--- src/rtl/uart_cmd_pkg.sv ---
// Shared types and defaults for the UART command deframer.
// Latency: n/a. Backpressure: n/a.
package uart_cmd_pkg;

    typedef enum logic [1:0] {
        ST_IDLE    = 2'd0,
        ST_COLLECT = 2'd1,
        ST_CHECK   = 2'd2,
        ST_HOLD    = 2'd3
    } state_e;

    localparam int DEF_FRAME_BYTES    = 2;
    localparam int DEF_TIMEOUT_CYCLES = 2048;

    localparam logic [7:0] CHECKSUM_INIT = 8'h00;

endpackage

--- src/rtl/uart_cmd_deframer_if.sv ---
// Command frame handshake between the deframer (master) and the command decoder (slave).
// Latency: n/a. Backpressure: frame held on cmd_data while cmd_valid & ~cmd_ready.
interface uart_cmd_deframer_if
    import uart_cmd_pkg::*;
#(
    parameter int FRAME_BYTES = DEF_FRAME_BYTES
);

    logic [8*FRAME_BYTES-1:0] cmd_data;
    logic                     cmd_valid;
    logic                     cmd_ready;

    modport master (output cmd_data, output cmd_valid, input cmd_ready);
    modport slave  (input cmd_data, input cmd_valid, output cmd_ready);

endinterface

--- src/rtl/uart_byte_timer.sv ---
// Inter-byte idle timer: counts enabled cycles, pulses expire combinationally at TIMEOUT_CYCLES-1.
// Latency: expire is same-cycle on the count value. Backpressure: none.
module uart_byte_timer
    import uart_cmd_pkg::*;
#(
    parameter int TIMEOUT_CYCLES = DEF_TIMEOUT_CYCLES
) (
    input  logic clk,
    input  logic rst_n,
    input  logic clr,
    input  logic en,
    output logic expire
);

    localparam int TW = $clog2(TIMEOUT_CYCLES);
    localparam logic [TW-1:0] LAST = TW'(TIMEOUT_CYCLES - 1);

    logic [TW-1:0] timer_q;

    assign expire = en && (timer_q == LAST);

    always_ff @(posedge clk or negedge rst_n) begin
        if (!rst_n) begin
            timer_q <= '0;
        end else if (clr || expire) begin
            timer_q <= '0;
        end else if (en) begin
            timer_q <= timer_q + TW'(1);
        end
    end

endmodule

--- src/rtl/uart_cmd_deframer.sv ---
// Assembles fixed-length command frames from UART bytes; optional XOR checksum byte under CMD_CHECKSUM_EN.
// Latency: cmd_valid rises the cycle after the final byte is accepted; error pulses are registered (1 cycle).
// Backpressure: frame held until cmd_ready; bytes arriving while held are dropped with overrun_err.
module uart_cmd_deframer
    import uart_cmd_pkg::*;
#(
    parameter int FRAME_BYTES    = DEF_FRAME_BYTES,
    parameter int TIMEOUT_CYCLES = DEF_TIMEOUT_CYCLES
) (
    input  logic                clk,
    input  logic                rst_n,
    input  logic [7:0]          rx_data,
    input  logic                rx_done,
    input  logic                rx_err,
    uart_cmd_deframer_if.master cmd,
    output logic                frame_err,
    output logic                timeout_err,
    output logic                overrun_err
);

    localparam int DW = 8 * FRAME_BYTES;
    localparam int CW = $clog2(FRAME_BYTES + 2);
    localparam logic [CW-1:0] LAST_CNT = CW'(FRAME_BYTES);

`ifdef CMD_CHECKSUM_EN
    localparam state_e AFTER_PAYLOAD = ST_CHECK;
`else
    localparam state_e AFTER_PAYLOAD = ST_HOLD;
`endif

    state_e          state_q, state_d;
    logic [DW-1:0]   shreg_q, shreg_d;
    logic [CW-1:0]   cnt_q, cnt_d;
    logic            rx_done_q, rx_err_q;
    logic            frame_err_q, frame_err_d;
    logic            timeout_err_q, timeout_err_d;
    logic            overrun_err_q, overrun_err_d;
    logic            accept, err_ev, in_frame, expire, start;
    logic [DW-1:0]   shifted;
    logic [CW-1:0]   cnt_inc;
`ifdef CMD_CHECKSUM_EN
    logic [7:0]      csum_q, csum_d;
`endif

    assign accept   = rx_done & ~rx_done_q;
    assign err_ev   = rx_err & ~rx_err_q;
    assign in_frame = (state_q == ST_COLLECT) || (state_q == ST_CHECK);
    // Truncating the concatenation drops the oldest byte, which also covers FRAME_BYTES==1.
    assign shifted  = DW'({shreg_q, rx_data});
    assign cnt_inc  = cnt_q + CW'(1);

    uart_byte_timer #(
        .TIMEOUT_CYCLES(TIMEOUT_CYCLES)
    ) u_timer (
        .clk   (clk),
        .rst_n (rst_n),
        .clr   (accept || !in_frame),
        .en    (in_frame && !accept),
        .expire(expire)
    );

    always_comb begin
        state_d       = state_q;
        shreg_d       = shreg_q;
        cnt_d         = cnt_q;
        frame_err_d   = 1'b0;
        timeout_err_d = 1'b0;
        overrun_err_d = 1'b0;
        start         = 1'b0;
`ifdef CMD_CHECKSUM_EN
        csum_d        = csum_q;
`endif
        case (state_q)
            ST_IDLE: begin
                if (err_ev) begin
                    frame_err_d = 1'b1;
                end else if (accept) begin
                    start = 1'b1;
                end
            end
            ST_COLLECT: begin
                if (err_ev) begin
                    frame_err_d = 1'b1;
                    state_d     = ST_IDLE;
                    cnt_d       = '0;
                end else if (accept) begin
                    shreg_d = shifted;
                    cnt_d   = cnt_inc;
`ifdef CMD_CHECKSUM_EN
                    csum_d  = csum_q ^ rx_data;
`endif
                    if (cnt_inc == LAST_CNT) begin
                        state_d = AFTER_PAYLOAD;
                    end
                end else if (expire) begin
                    timeout_err_d = 1'b1;
                    state_d       = ST_IDLE;
                    cnt_d         = '0;
                end
            end
`ifdef CMD_CHECKSUM_EN
            ST_CHECK: begin
                if (err_ev) begin
                    frame_err_d = 1'b1;
                    state_d     = ST_IDLE;
                    cnt_d       = '0;
                end else if (accept) begin
                    if (rx_data == csum_q) begin
                        state_d = ST_HOLD;
                    end else begin
                        frame_err_d = 1'b1;
                        state_d     = ST_IDLE;
                        cnt_d       = '0;
                    end
                end else if (expire) begin
                    timeout_err_d = 1'b1;
                    state_d       = ST_IDLE;
                    cnt_d         = '0;
                end
            end
`endif
            ST_HOLD: begin
                // A byte landing on the handshake cycle opens the next frame instead of overrunning.
                if (cmd.cmd_ready && accept) begin
                    start = 1'b1;
                end else if (cmd.cmd_ready) begin
                    state_d = ST_IDLE;
                    cnt_d   = '0;
                end else if (accept) begin
                    overrun_err_d = 1'b1;
                end
            end
            default: begin
                state_d = ST_IDLE;
                cnt_d   = '0;
            end
        endcase

        if (start) begin
            shreg_d = shifted;
            cnt_d   = CW'(1);
            state_d = (LAST_CNT == CW'(1)) ? AFTER_PAYLOAD : ST_COLLECT;
`ifdef CMD_CHECKSUM_EN
            csum_d  = CHECKSUM_INIT ^ rx_data;
`endif
        end
    end

    always_ff @(posedge clk or negedge rst_n) begin
        if (!rst_n) begin
            state_q       <= ST_IDLE;
            shreg_q       <= '0;
            cnt_q         <= '0;
            rx_done_q     <= 1'b0;
            rx_err_q      <= 1'b0;
            frame_err_q   <= 1'b0;
            timeout_err_q <= 1'b0;
            overrun_err_q <= 1'b0;
`ifdef CMD_CHECKSUM_EN
            csum_q        <= CHECKSUM_INIT;
`endif
        end else begin
            state_q       <= state_d;
            shreg_q       <= shreg_d;
            cnt_q         <= cnt_d;
            rx_done_q     <= rx_done;
            rx_err_q      <= rx_err;
            frame_err_q   <= frame_err_d;
            timeout_err_q <= timeout_err_d;
            overrun_err_q <= overrun_err_d;
`ifdef CMD_CHECKSUM_EN
            csum_q        <= csum_d;
`endif
        end
    end

    assign cmd.cmd_valid = (state_q == ST_HOLD);
    assign cmd.cmd_data  = shreg_q;
    assign frame_err     = frame_err_q;
    assign timeout_err   = timeout_err_q;
    assign overrun_err   = overrun_err_q;

endmodule

--- src/flat_wrapper.sv ---
// flat-port wrapper written by rule: the top's interface ports become plain ports
module uart_cmd_deframer_flat import uart_cmd_pkg::*;
#(
    parameter int FRAME_BYTES    = DEF_FRAME_BYTES,
    parameter int TIMEOUT_CYCLES = DEF_TIMEOUT_CYCLES
)
  (clk, rst_n, rx_data, rx_done, rx_err, frame_err, timeout_err, overrun_err, cmd_cmd_data, cmd_cmd_valid, cmd_cmd_ready);
  uart_cmd_deframer_if #(.FRAME_BYTES(FRAME_BYTES)) cmd_i ();
  input  logic clk;
  input  logic rst_n;
  input  logic [7:0] rx_data;
  input  logic rx_done;
  input  logic rx_err;
  output logic frame_err;
  output logic timeout_err;
  output logic overrun_err;
  output wire logic [$bits(cmd_i.cmd_data)-1:0] cmd_cmd_data;
  output wire logic [$bits(cmd_i.cmd_valid)-1:0] cmd_cmd_valid;
  input wire logic [$bits(cmd_i.cmd_ready)-1:0] cmd_cmd_ready;
  assign cmd_cmd_data = cmd_i.cmd_data;
  assign cmd_cmd_valid = cmd_i.cmd_valid;
  assign cmd_i.cmd_ready = cmd_cmd_ready;
  uart_cmd_deframer #(.FRAME_BYTES(FRAME_BYTES), .TIMEOUT_CYCLES(TIMEOUT_CYCLES)) u_core (.clk(clk), .rst_n(rst_n), .rx_data(rx_data), .rx_done(rx_done), .rx_err(rx_err), .cmd(cmd_i), .frame_err(frame_err), .timeout_err(timeout_err), .overrun_err(overrun_err));
endmodule
--- config.mk ---
export PLATFORM = sky130hd
export DESIGN_NAME = uart_cmd_deframer_flat
export DESIGN_NICKNAME = d
export VERILOG_FILES = /design/src/rtl/uart_cmd_pkg.sv /design/src/rtl/uart_cmd_deframer_if.sv /design/src/rtl/uart_byte_timer.sv /design/src/rtl/uart_cmd_deframer.sv /design/src/flat_wrapper.sv
export SDC_FILE = /design/constraint.sdc
export NUM_CORES = 1
export LEC_CHECK = 0
export BUFFER_PORTS_ARGS = -buffer_cell sky130_fd_sc_hd__clkbuf_2
export CORE_ASPECT_RATIO = 2
export CORE_UTILIZATION = 46
export CTS_CLUSTER_SIZE = 12
export DETAILED_ROUTE_END_ITERATION = 10
export HOLD_SLACK_MARGIN = 0.05
export PLACE_DENSITY = 0.69
export SLEW_MARGIN = 15
export SYNTH_ARGS = -nofsm -noshare
export SYNTH_HDL_FRONTEND = slang
export SYNTH_SLANG_ARGS = --single-unit
--- constraint.sdc ---
create_clock -name clk -period 1.8 [get_ports clk]
set_input_delay 0.18 -clock clk [delete_from_list [all_inputs] [get_ports clk]]
set_output_delay 0.18 -clock clk [all_outputs]
set_load 0.05 [all_outputs]
==> flow_metrics.env <==
export IMPL_io_buffers=32
export IMPL_multiInputGateArea_sq_um=771
export IMPL_synthDominantCellAreaShare_pct=54.3
export IMPL_antenna_found_initial=0
export IMPL_arrival_ps=1950
export IMPL_core_sq_um=3420
export IMPL_period_minus_slack_ps=1780
export IMPL_yosys_top_cells_area="dfrtp_1, mux2_4, mux2_2"
export IMPL_clk_latency_ps=290
export IMPL_io_pins=33
export IMPL_grt_overflow=0
export IMPL_ys_types=34
export IMPL_synthesis_area_sq_um=1660
export IMPL_grt_first_pass_wirelength_um=5840
export IMPL_max_freq_mhz=561
export IMPL_ir_drop_uv=1540
export IMPL_num_vias=1177
export IMPL_die_y_um=87.0
export IMPL_layout_setup_ws_ps=16.1
export IMPL_internal_power_mw=2.38
export IMPL_worstMarginPinSlew_ps=442
export IMPL_cp_start_kind="flip-flop"
export IMPL_seq_power_share_pct=30.8
export IMPL_path_clk_slew_ps=70
export IMPL_setup_violations=0
export IMPL_powerDensity_nw_per_um2=1860
export IMPL_place_area_sq_um=1950
export IMPL_nNetsFinal=199
export IMPL_cts_buffers=5
export IMPL_grt_max_degree=37
export IMPL_final_cell_mix="dfrtp_1, clkbuf_2, nor2_1"
export IMPL_initial_core_util_pct=48.6
export IMPL_maxCapViolations=0
export IMPL_rsz0062_at_grt="true"
export IMPL_cts_setup_buffers=0
export IMPL_syn_num_nets=148
export IMPL_hold_viol=0
export IMPL_htreeDepth=2
export IMPL_leakagePower_nw=1.04
export IMPL_drt_total_wl_um=3460
export IMPL_drtPass1Iterations=6
export IMPL_nFillCells=264
export IMPL_globalplace_congestion=0.870
export IMPL_hpwlAfterDp_um=2390
export IMPL_ff_latch_area_sq_um=902
export IMPL_ys_warnings_count=0
export IMPL_power_frac_clock_pct=24.6
export IMPL_cts_sinks=36
export IMPL_critPathKind="flip-flop to flip-flop"
export IMPL_ys_seq_elements=36
export IMPL_clock_skew_ps=12.3
export IMPL_yosysTopAreaCell="dfrtp_1"
export IMPL_drc=0
export IMPL_worst_setup_path_end_kind="flip-flop"
export IMPL_p_switching_mw=1.65
export IMPL_required_ps=1970
export IMPL_layout_commonest_cell="dfrtp_1"
export IMPL_dp_cells=218
export IMPL_ant_nets=0
export IMPL_dp_slack_ps=-76.9
export IMPL_fin_cells=230
export IMPL_max_slew_margin_rel_pct=70.5
export IMPL_n_antenna_cell=0
export IMPL_fin_crit_sh_pct=99.1
export IMPL_power_mw=4.04
export IMPL_fp_dieArea_sq_um=3870
export IMPL_fin_setup_tns_ps=0
export IMPL_clockBufferDepth=2
export IMPL_final_util_pct=63.5
export IMPL_cts_tree="done"
export IMPL_outcome="finished, final reports clean"
export IMPL_ys_seq_area_share_pct=54.3
export IMPL_die_x_um=44.5
export IMPL_timing_hold_ws_ps=87.6
export IMPL_syn_to_final_growth_pct=30.6
export IMPL_track_usage_pct=20.9
export IMPL_syn_inst=130
export IMPL_vias_per_cell=5.12
export IMPL_ctsRootBufferMaster="clkbuf_8"
export IMPL_p_comb_share_pct=44.6
export IMPL_drv_slew=0
export IMPL_path_max_fanout=8
export IMPL_wl_per_cell_um=15.0
export IMPL_rows=30
export IMPL_hold_path_class="primary input to flip-flop"
export IMPL_grt_pass1_vias=1269
export IMPL_postLayoutCellArea_sq_um=2170
export IMPL_drive_gt1_share_pct=45.1
export IMPL_postSynthAreaPerCell_sq_um=12.8
export IMPL_dr_first_iter_drc_count=18
export IMPL_power_switching_share_pct=40.9
per-layer routing:
layer | vias to the layer above | GRT usage, % | share of wire (%) | routed length (um)
met2 | 29 | 38.6 | 60 | 2080
met3 | 4 | 4.36 | 2.9 | 99
met1 | 595 | 21.5 | 36 | 1230
li1 | 549 | - | - | -
met5 | - | 0 | 0 | 0
met4 | 0 | 9.09 | 1.3 | 45
cells by family (layout without fill, tap and decap cells):
logic type	count (synthesis)	in the layout	synth area share (%)
fa+ha+maj	5	5	3.77
compound gates	13	13	5.95
mux	16	16	13.1
buf+inv	6	57	2.34
flops	36	36	54.3
xor+xnor	8	8	4.22
simple gates	46	47	16.4
worst max-delay path: stages, from the launching register on:
cell and delay [ps]:
dfrtp_2 450, inv_2 80, ha_4 200, or3_4 440, nand2_4 180, mux2_4 310
cell usage after synthesis:
| library cell | number |
|---|---|
| nor3_1 | 3 |
| or3_1 | 1 |
| nor3b_1 | 1 |
| buf_12 | 1 |
| nand4_4 | 1 |
| or2_2 | 1 |
| and3_2 | 1 |
| inv_1 | 5 |
| and2_1 | 1 |
| dfrtp_1 | 36 |
| o32ai_1 | 1 |
| ha_1 | 5 |
| nand3_1 | 7 |
| a21oi_2 | 1 |
| and2b_1 | 1 |
| or3_4 | 1 |
| o21ai_0 | 3 |
| and3_1 | 1 |
| nand4_1 | 1 |
| a21oi_1 | 4 |
| xor2_1 | 7 |
| o21a_1 | 1 |
| o2111a_1 | 1 |
| nand2b_1 | 1 |
| and4_4 | 1 |
| xnor2_1 | 1 |
| a22oi_2 | 1 |
| nor2_1 | 14 |
| mux2_2 | 6 |
| nand2b_4 | 2 |
| mux2_4 | 10 |
| a2bb2oi_2 | 1 |
| nand2_4 | 1 |
| nand2_1 | 7 |
worst paths after layout:
| check | from | end | slack [ps] | cells past startpoint |
|---|---|---|---|---|
| hold reg to reg | u_core.cnt_q[0] | u_core.cnt_q[0] | 500 | 1 |
| min in group asynchronous | rst_n | u_core.u_timer.timer_q[2] | 450 | 3 |
| max in group asynchronous | rst_n | u_core.state_q[0] | 1000 | 3 |
| hold / removal | cmd_cmd_ready | u_core.overrun_err | 90 | 2 |
| setup / recovery | u_core.state_q[0] | u_core.cmd.cmd_data[9] | 20 | 5 |
| setup reg to reg | u_core.state_q[0] | u_core.cmd.cmd_data[9] | 20 | 5 |
area by class of cell:
type / count / area share [%]
clock inverter: 3 / 4.15
multi-input combinational: 89 / 35.5
timing repair buffer: 44 / 11.9
inverter: 5 / 0.866
tap: 48 / 2.77
clock buffer: 5 / 3.17
sequential: 36 / 41.6
power groups by stage:
stage | Sequential, mW | Clock [mW] | Combinational [mW]
2_1_floorplan | 1.87 | 0 | 0.702
3_3_place_gp | 1.22 | 0 | 1.71
3_5_place_dp | 1.25 | 0 | 1.77
4_1_cts | 1.24 | 1.01 | 1.81
5_1_grt | 1.27 | 1.04 | 1.91
6_report | 1.24 | 0.993 | 1.80
repair_timing:
action                                  4_1_cts  5_1_grt
pin swaps                                     0        0
endpoints found under the setup margin       16        3
gates resized for setup                       3        0
hold buffers                                  3        0
hold endpoints to repair                     38        0
cloned                                        1        0
sequential cells by signal (all words and copies together) (netlist names):
register	cells
u_core.cmd.cmd_data	16
u_core.cnt_q	2
u_core.frame_err	1
u_core.overrun_err	1
u_core.rx_done_q	1
u_core.rx_err_q	1
u_core.state_q	2
u_core.timeout_err	1
u_core.u_timer.timer_q	11
Note: power is estimated with default switching activity, not from simulation.
